## config.mk

```make
export PLATFORM = sky130hd
export DESIGN_NAME = dbg_cmd_arbiter
export DESIGN_NICKNAME = d
export VERILOG_FILES = /design/src/rtl/dbg_cmd_arbiter.sv
export SDC_FILE = /design/constraint.sdc
export NUM_CORES = 1
export LEC_CHECK = 0
export ABC_AREA = 1
export BUFFER_PORTS_ARGS = -buffer_cell sky130_fd_sc_hd__buf_2
export CORE_MARGIN = 2
export CORE_UTILIZATION = 35
export DETAILED_ROUTE_END_ITERATION = 6
export SLEW_MARGIN = 15
export SYNTH_ARGS = -nofsm -noshare
export SYNTH_HDL_FRONTEND = slang
export SYNTH_SLANG_ARGS = --single-unit
```

## constraint.sdc

```tcl
create_clock -name clk -period 2.7 [get_ports clk]
set_clock_uncertainty 0.05 [all_clocks]
set_input_delay 0.54 -clock clk [delete_from_list [all_inputs] [get_ports clk]]
set_output_delay 0.54 -clock clk [all_outputs]
set_load 0.05 [all_outputs]
```

## src/rtl/dbg_cmd_arbiter.sv

```systemverilog
// dbg_cmd_arbiter: round-robin arbiter sharing the core debug command bus between N_REQ requesters.
// One command in flight at a time; every command is followed by a one-cycle bus drain.
module dbg_cmd_arbiter #(
    parameter int N_REQ          = 2,
    parameter int TIMEOUT_CYCLES = 256
) (
    input  logic                clk,
    input  logic                rst_i,
    input  logic [N_REQ-1:0]    req_valid_i,
    input  logic [8*N_REQ-1:0]  req_cmd_i,
    input  logic [32*N_REQ-1:0] req_addr_i,
    input  logic [32*N_REQ-1:0] req_data_i,
    output logic [N_REQ-1:0]    rsp_valid_o,
    output logic                rsp_err_o,
    output logic [31:0]         rsp_data_o,
    output logic [7:0]          dbg_cmd_o,
    output logic [31:0]         dbg_addr_o,
    output logic [31:0]         dbg_data_o,
    input  logic [31:0]         dbg_data_i,
    input  logic                dbg_done_i,
    output logic                busy_o
);
    localparam int IW = (N_REQ > 1) ? $clog2(N_REQ) : 1;
    localparam int CW = $clog2(TIMEOUT_CYCLES);

    typedef enum logic [1:0] {S_IDLE, S_WAIT, S_DRAIN} state_t;

    state_t             r_state, w_state_n;
    logic [IW-1:0]      r_rr, w_rr_n, r_grant, w_grant_n;
    logic [CW-1:0]      r_cnt, w_cnt_n;
    logic [7:0]         r_cmd, w_cmd_n;
    logic [31:0]        r_addr, w_addr_n, r_data, w_data_n;
    logic [N_REQ-1:0]   r_rsp_valid, w_rsp_valid_n;
    logic               r_rsp_err, w_rsp_err_n;
    logic [31:0]        r_rsp_data, w_rsp_data_n;
    logic               r_busy;
    logic [N_REQ-1:0]   w_req;
    logic [IW:0]        w_pick;
    logic               w_found;
    logic [IW-1:0]      w_idx;
    logic [7:0]         w_cmd_sel;
    logic               w_legal;

    function automatic logic [IW:0] pick(input logic [N_REQ-1:0] v, input logic [IW-1:0] p);
        int j;
        pick = '0;
        for (int k = N_REQ - 1; k >= 0; k--) begin
            j = (int'(p) + k) % N_REQ;
            if (v[j]) pick = {1'b1, IW'(j)};
        end
    endfunction

    // A requester whose response is on the bus this cycle is still holding valid; keep it out.
    assign w_req     = req_valid_i & ~r_rsp_valid;
    assign w_pick    = pick(w_req, r_rr);
    assign w_found   = w_pick[IW];
    assign w_idx     = w_pick[IW-1:0];
    assign w_cmd_sel = req_cmd_i[8*w_idx +: 8];
    assign w_legal   = (w_cmd_sel != 8'h00) && (w_cmd_sel <= 8'h06);

    always_comb begin
        w_state_n     = r_state;
        w_rr_n        = r_rr;
        w_grant_n     = r_grant;
        w_cnt_n       = r_cnt;
        w_cmd_n       = r_cmd;
        w_addr_n      = r_addr;
        w_data_n      = r_data;
        w_rsp_valid_n = '0;
        w_rsp_err_n   = 1'b0;
        w_rsp_data_n  = '0;
        case (r_state)
            S_IDLE: if (w_found) begin
                w_grant_n = w_idx;
                w_rr_n    = (w_idx == IW'(N_REQ - 1)) ? '0 : w_idx + 1'b1;
                if (w_legal) begin
                    w_cmd_n   = w_cmd_sel;
                    w_addr_n  = req_addr_i[32*w_idx +: 32];
                    w_data_n  = req_data_i[32*w_idx +: 32];
                    w_cnt_n   = '0;
                    w_state_n = S_WAIT;
                end else begin
                    w_rsp_valid_n = N_REQ'(1) << w_idx;
                    w_rsp_err_n   = 1'b1;
                end
            end
            S_WAIT: begin
                w_cnt_n = r_cnt + 1'b1;
                if (dbg_done_i || r_cnt == CW'(TIMEOUT_CYCLES - 1)) begin
                    w_state_n     = S_DRAIN;
                    w_cmd_n       = '0;
                    w_addr_n      = '0;
                    w_data_n      = '0;
                    w_rsp_valid_n = N_REQ'(1) << r_grant;
                    w_rsp_err_n   = !dbg_done_i;
                    w_rsp_data_n  = (dbg_done_i && (r_cmd == 8'h03 || r_cmd == 8'h05)) ? dbg_data_i : '0;
                end
            end
            default: w_state_n = S_IDLE;
        endcase
    end

    always_ff @(posedge clk) begin
        if (rst_i) begin
            r_state     <= S_IDLE;
            r_rr        <= '0;
            r_grant     <= '0;
            r_cnt       <= '0;
            r_cmd       <= '0;
            r_addr      <= '0;
            r_data      <= '0;
            r_rsp_valid <= '0;
            r_rsp_err   <= 1'b0;
            r_rsp_data  <= '0;
            r_busy      <= 1'b0;
        end else begin
            r_state     <= w_state_n;
            r_rr        <= w_rr_n;
            r_grant     <= w_grant_n;
            r_cnt       <= w_cnt_n;
            r_cmd       <= w_cmd_n;
            r_addr      <= w_addr_n;
            r_data      <= w_data_n;
            r_rsp_valid <= w_rsp_valid_n;
            r_rsp_err   <= w_rsp_err_n;
            r_rsp_data  <= w_rsp_data_n;
            r_busy      <= (w_state_n != S_IDLE);
        end
    end

    assign rsp_valid_o = r_rsp_valid;
    assign rsp_err_o   = r_rsp_err;
    assign rsp_data_o  = r_rsp_data;
    assign dbg_cmd_o   = r_cmd;
    assign dbg_addr_o  = r_addr;
    assign dbg_data_o  = r_data;
    assign busy_o      = r_busy;
endmodule

```

==> run_results.csv, run 1 <==
group,metric,value,unit
status,outcome,"finished clean",
cts,hold_buffers,0,
place,port_buffers,288,
synthesis,yosys_warnings,0,
synthesis,synth_edf_count,0,
finish,fin_area,0.00780,mm2
synthesis,ys_top_cells_by_area,"dfxtp_1, nor2_1, nand2_1",
timing,relSlewSlack,54.3,%
die,die_w,131,um
timing,setup_violations,0,
synthesis,synth_top_area_share,42.9,%
detailed_routing,antenna_left,0,
setup_path,path_max_fanout,61,
place,dpl_cell_area,0.00720,mm2
finish,multi_input_area,0.00269,mm2
timing,tightest_slew,0.685,ns
timing,max_freq,426,MHz
synthesis,syn_inst,861,
synthesis,synth_compound_gate_area_share,7.68,%
die,initial_core_util,35.5,%
global_route,grt_max_degree,62,
synthesis,async_reset_ff_share,0,%
finish,final_layout_size_suffix_gt1_share,30.6,%
detailed_routing,wl_per_cell,13.3,um
detailed_routing,dr.pass1.iters,4,
die,die_h,131,um
timing,finalCriticalPeriod,2.35,ns
synthesis,synth_fp_nets,1043,
pwr,ir_drop,0.373,mV
finish,nets,1308,
die,io_pins,289,
cts,clk_latency,0.40,ns
setup_path,worstSetupPathType,"reg -> reg",
synthesis,synth_top_family_by_area,"simple AND/OR/NAND/NOR gates",
cts,cts_resized,0,
synthesis,synth_cell_types,29,
synthesis,yosys.area_share.adder,0.223,%
timing,fin_tns_setup,0,ns
die,dieArea,0.0170,mm2
hold_path,hold_class,"in -> reg",
synthesis,yosys.area_share.simple,39.7,%
synthesis,netlist_area,0.00561,mm2
die,core_area,0.0158,mm2
timing,period_share,87.0,%
setup_path,crit_path_start_kind,"flop",
die,num_rows,46,
global_route,grt_pass1_wl,27.0,mm
cts,post_cts_buffers,0,
finish,fillers,1707,
job,max-cap-violations,0,
detailed_routing,routed_wl,18.1,mm
detailed_routing,dr.first_iter.drc_count,410,
detailed_routing,viasPerCell,4.51,
place,finalWeightedCongestion,0.797,
cts,cts_buffer_depth,2,
synthesis,postSynthAreaPerCell,6.51,um2
finish,syn_to_final_growth,39.2,%
cts,cts_buffers,17,
pwr,leakagePower,4.14,nW
synthesis,synth_top_area_cell,"dfxtp_1",
setup_path,required,2.99,ns
synthesis,ys.flop_type,"dfxtp_1",
timing,slew_viol_final,0,
setup_path,crit_path_end_kind,"flop",
cts,cts_tree,"done",
timing,rsz0062_at_grt,"false",
synthesis,synth.mux.area_fraction,0,%
detailed_routing,drc,0,
synthesis,yosysSeqAreaShare,42.9,%
global_route,antenna_found_initial,0,
global_route,grt_pass1_vias,5469,
detailed_routing,vias,6124,
global_route,grt-ovfl-total,0,
timing,finalHoldViolations,0,
place,dp_hpwl,12.4,mm
cts,clock-sinks,120,
cts,cts_root_buf,"clkbuf_16",
synthesis,synth-xor-area-share,0.156,%
cts,clk_pin_slew_worst_paths,0.05,ns
finish,seq_area,0.00240,mm2
pwr,cellPowerDensity,620,mW/mm2
setup_path,arrival,2.63,ns
cts,htreeDepth,4,
synthesis,ys_ff_latch,120,
global_route,grt_use_total,20.3,%
timing,whs,0.290,ns
logic make-up (layout without fill, tap and decap cells):
| group | after synthesis | in the layout |
|---|---|---|
| compound gates | 84 | 84 |
| xor+xnor | 1 | 1 |
| fa+ha+maj | 1 | 1 |
| buf+inv | 119 | 397 |
| flops | 120 | 120 |
| other cells | 0 | 2 |
| simple gates | 536 | 536 |
placed cells by master, fill, tap and decap left out, types with 2 or more instances in the layout:
| cell type | instances |
|---|---|
| nor2_1 | 306 |
| buf_2 | 288 |
| dfxtp_1 | 120 |
| nand2_1 | 118 |
| nand3_1 | 84 |
| o21ai_0 | 65 |
| inv_1 | 60 |
| clkbuf_16 | 17 |
| a21oi_1 | 12 |
| buf_4 | 8 |
| or2_2 | 6 |
| nand3b_1 | 5 |
| clkinv_2 | 5 |
| buf_12 | 5 |
| nor3_1 | 4 |
| clkbuf_1 | 4 |
| nand4_1 | 3 |
| inv_2 | 3 |
| nand2_4 | 3 |
| o21ai_1 | 3 |
| bufinv_16 | 3 |
| diode_2 | 2 |
| nand2_2 | 2 |
| o21a_1 | 2 |
| clkbuf_8 | 2 |
synth_stat cells, types with 2 or more instances:
cell and n:
o21a_1 2, nand3b_1 5, inv_2 2, clkbuf_1 25, dfxtp_1 120, nor3_1 4
buf_6 7, or2_2 6, buf_2 19, buf_1 4, nand2_4 3, nand3_1 84
nand2_1 119, o21ai_0 65, nand4_1 3, o21ai_1 3, a21oi_1 12, inv_1 61
nor2_1 307
routing by layer:
| layer | vias up | GRT usage [%] | part of all wire [%] |
|---|---|---|---|
| met4 | 0 | 6.76 | 1.1 |
| met3 | 14 | 6.19 | 7.8 |
| met2 | 206 | 34.4 | 46 |
| met5 | - | 0 | 0 |
| li1 | 3213 | - | - |
| met1 | 2691 | 24.6 | 45 |
registers in the layout (all words and copies together), names as in the netlist:
name and cells:
dbg_addr_o 32, dbg_data_o 32, rsp_data_o 32, dbg_cmd_o 8, r_cnt 8, r_state 2, rsp_valid_o 2, busy_o 1
r_grant 1, r_rr 1, rsp_err_o 1
report_power, final:
| group | switching, W | total, W | internal (W) |
|---|---|---|---|
| logic | 0.000480 | 0.000738 | 0.000258 |
| registers | 0.0000181 | 0.00183 | 0.00181 |
| clock network | 0.000783 | 0.00228 | 0.00149 |
metrics by stage:
stage               total power, W  utilization [%]  instances  setup slack, ns
floorplan                  0.00234                -        861            0.506
global placement           0.00260             45.7       1323            0.422
detailed placement         0.00261             45.7       1323            0.371
CTS                        0.00490             49.4       1355            0.334
global route               0.00506             49.4       1355           0.0109
finish                     0.00484             49.5       1357            0.352
final cells by class:
class / instances / area share, %
tap: 216 / 3.46
inverter: 64 / 3.14
clock buffer: 23 / 6.00
antenna: 2 / 0.0642
multi-input combinational: 622 / 34.4
sequential: 120 / 30.8
timing repair buffer: 301 / 20.5
clock inverter: 9 / 1.57
critical path, stage by stage (launching register included):
cell and delay [ns]:
dfxtp_1 0.39, ha_1 0.19, nand2_1 0.09, nor3_1 0.30, nand3_1 0.17, nand2_1 0.12
nand2_1 0.12, nand2_2 0.17, nand2_4 0.10, inv_6 0.37, nor2_1 0.08, nor2_1 0.12
worst paths after layout:
kind	start	end	slack (ns)	cells past startpoint
setup reg to reg	r_cnt[0]$_SDFFE_PP0P_	dbg_addr_o[13]$_SDFFE_PP0P_	0.35	11
setup / recovery	r_cnt[0]$_SDFFE_PP0P_	dbg_addr_o[13]$_SDFFE_PP0P_	0.35	11
hold reg to reg	dbg_cmd_o[3]$_SDFFE_PP0P_	dbg_cmd_o[3]$_SDFFE_PP0P_	0.41	2
hold / removal	dbg_data_i[4]	rsp_data_o[4]$_SDFF_PP0_	0.29	3
(Power assumes the default switching activity.)
==> inputs of run 2 (changes only) <==
Settings changed: ABC_AREA 1 to 0, CTS_BUF_LIST set to sky130_fd_sc_hd__clkbuf_16.
==> run 2 against run 1 <==
Combinational power down 32%. Sequential power is essentially flat. Global-route usage decreased by 0.54 points. Die area increased by 1.8%. Cell area increased by 1.4%. Utilization grew 0.31 points. Worst hold slack lost 0.017 ns. Largest cell class unchanged. Critical path depth is 4 lower. Highest routed layer unchanged. First-iteration DRC count is 15% lower. Sequential share of layout area down 0.40 points.
==> run_results.csv, run 2 <==
group,metric,value,unit
global_route,grt_pass1_wl,27.9,mm
pwr,leakagePower,3.55,nW
setup_path,arrival,2.40,ns
cts,cts_tree,"done",
place,finalWeightedCongestion,0.788,
setup_path,crit_path_start_kind,"input port",
detailed_routing,drc,0,
pwr,p_clk_share,48.8,%
finish,final_cell_mix,"buf_2, dfxtp_1, nand2_1",
setup_path,slowest_delay,0.54,ns
pwr,p_sw,0.00108,W
die,die_w,132,um
setup_path,crit_family,"simple AND/OR/NAND/NOR gates",
cts,cts_resized,0,
pwr,ir_drop,0.400,mV
finish,syn_to_final_growth,38.5,%
synthesis,yosys_warnings,0,
cts,htreeDepth,4,
finish,nets,1091,
setup_path,path_cells,"buf_2, or4_4, nor4_4, mux2i_2, o22ai_4, buf_4, o21ai_0",
pwr,combPwrFrac,11.2,%
status,outcome,"finished clean",
detailed_routing,highest_layer,"met4",
timing,fin_tns_setup,0,ns
global_route,grt_max_degree,67,
hold_path,hold_class,"in -> reg",
synthesis,yosysSeqAreaShare,42.1,%
die,initial_core_util,35.9,%
synthesis,netlist_area,0.00571,mm2
synthesis,synth_most_common_cell,"dfxtp_1",
cts,clk_pin_slew_worst_paths,0.06,ns
synthesis,async_reset_ff_share,0,%
detailed_routing,vias,5665,
synthesis,yosys-top-cells-count,"dfxtp_1, nand2_1, nand3_1, o21ai_0",
die,dieArea,0.0173,mm2
timing,rsz0062_at_grt,"false",
timing,finalHoldViolations,0,
detailed_routing,met1_length,7.85,mm
die,num_rows,46,
timing,tightest_slew,0.745,ns
synthesis,postSynthAreaPerCell,8.88,um2
setup_path,worstSetupPathType,"in -> reg",
die,io_pins,289,
die,core_area,0.0159,mm2
finish,seq_area,0.00240,mm2
place,dpl_cell_area,0.00733,mm2
detailed_routing,dr_wl_met3,834,um
cts,cts_root_buf,"clkbuf_16",
cts,post_cts_buffers,0,
detailed_routing,antenna_left,0,
timing,setup_violations,0,
detailed_routing,dr.first_iter.drc_count,347,
detailed_routing,dr.pass1.iters,4,
detailed_routing,wl_met2,8.36,mm
die,die_h,132,um
setup_path,path_buf_inv,2,
cts,clock-sinks,120,
synthesis,syn_inst,643,
pwr,internal-power,0.00343,W
finish,fillers,1581,
setup_path,path_max_fanout,23,
timing,finalCriticalPeriod,2.17,ns
timing,relSlewSlack,50.3,%
detailed_routing,routed_wl,17.4,mm
place,place_inst,1106,
pwr,cellPowerDensity,570,mW/mm2
synthesis,ys_ff_latch,120,
timing,period_share,80.4,%
timing,slew_viol_final,0,
detailed_routing,viasPerCell,4.98,
setup_path,slowest_stage,"or4_4",
cts,clk_latency,0.41,ns
global_route,antenna_found_initial,1,
synthesis,ys_top_cells_by_area,"dfxtp_1, mux2i_1, o31a_1",
cts,cts_buffers,17,
detailed_routing,wl_per_cell,15.3,um
place,port_buffers,288,
cts,cts_buffer_depth,2,
place,dp_hpwl,12.1,mm
synthesis,synth_top_area_share,42.1,%
setup_path,crit_path_end_kind,"flop",
global_route,grt_pass1_vias,5330,
finish,final_layout_size_suffix_gt1_share,37.0,%
synthesis,synth_edf_count,0,
global_route,grt_use_total,19.8,%
finish,fin_area,0.00791,mm2
job,max-cap-violations,0,
global_route,grt-ovfl-total,0,
pwr,pwr-share-seq,40.1,%
synthesis,ys.flop_type,"dfxtp_1",
synthesis,synth_fp_nets,825,
synthesis,synth_top_area_cell,"dfxtp_1",
finish,fin_cells,1138,
finish,multi_input_area,0.00303,mm2
setup_path,required,2.93,ns
finish,layout_commonest_cell,"buf_2",
cts,hold_buffers,0,
pwr,switching_share,23.9,%
synthesis,synth_cell_types,49,
timing,max_freq,461,MHz
-- run 2: layout make-up --
class / count / area share, %
Antenna cell: 1 / 0.0317
Clock buffer: 17 / 5.38
Clock inverter: 14 / 1.82
Inverter: 6 / 0.317
Multi-Input combinational cell: 461 / 38.3
Sequential cell: 120 / 30.4
Tap cell: 216 / 3.42
Timing Repair Buffer: 303 / 20.3
-- run 2: layer usage --
layer,GRT usage (%),vias up
met3,4.36,23
met4,7.55,0
met1,25.4,2591
met5,0,-
li1,-,2874
met2,32.5,177
-- run 2: per-stage QoR --
stage               hold WS [ns]  util (%)  setup slack (ns)  total power (W)
floorplan                  0.370         -             0.366          0.00213
global placement           0.389      46.2             0.146          0.00234
detailed placement         0.392      46.2             0.116          0.00235
CTS                        0.255      49.8             0.538          0.00455
global route               0.261      49.8             0.393          0.00469
finish                     0.274      49.8             0.530          0.00450
-- run 2: worst reg2reg max path, delay by kind of cell, from the launching register on --
| kind | cells | cell delay (ns) |
|---|---|---|
| and+or+nand+nor | 4 | 1.10 |
| AOI/OAI and AO/OA | 1 | 0.26 |
| buffers and inverters | 1 | 0.29 |
| DFF | 1 | 0.42 |
-- run 2: power by group through the flow --
| stage | sequential, W | combinational, W | clock, W |
|---|---|---|---|
| 2_1_floorplan | 0.00189 | 0.000240 | 0 |
| 3_3_place_gp | 0.00184 | 0.000504 | 0 |
| 3_5_place_dp | 0.00184 | 0.000506 | 0 |
| 4_1_cts | 0.00180 | 0.000508 | 0.00224 |
| 5_1_grt | 0.00180 | 0.000550 | 0.00233 |
| 6_report | 0.00180 | 0.000503 | 0.00220 |
-- run 2: path summary, 6_finish.rpt --
path                                            startpoint                          end  slack (ns)  cells after the start
worst min-delay path                         dbg_data_i[8]     rsp_data_o[8]$_SDFF_PP0_        0.27                      2
worst max-delay path                         req_cmd_i[11]  dbg_data_o[10]$_SDFFE_PP0P_        0.53                      7
worst max register to register       r_cnt[3]$_SDFFE_PP0P_     rsp_data_o[4]$_SDFF_PP0_        0.53                      6
worst min register to register  dbg_addr_o[5]$_SDFFE_PP0P_   dbg_addr_o[5]$_SDFFE_PP0P_        0.41                      2
-- run 2: logic make-up after synthesis --
| family | share of synthesized area (%) |
|---|---|
| simple gates | 19.8 |
| xor+xnor | 0.153 |
| fa+ha+maj | 0.219 |
| flops | 42.1 |
| mux | 12.0 |
| compound gates | 20.7 |
| buf+inv | 5.06 |
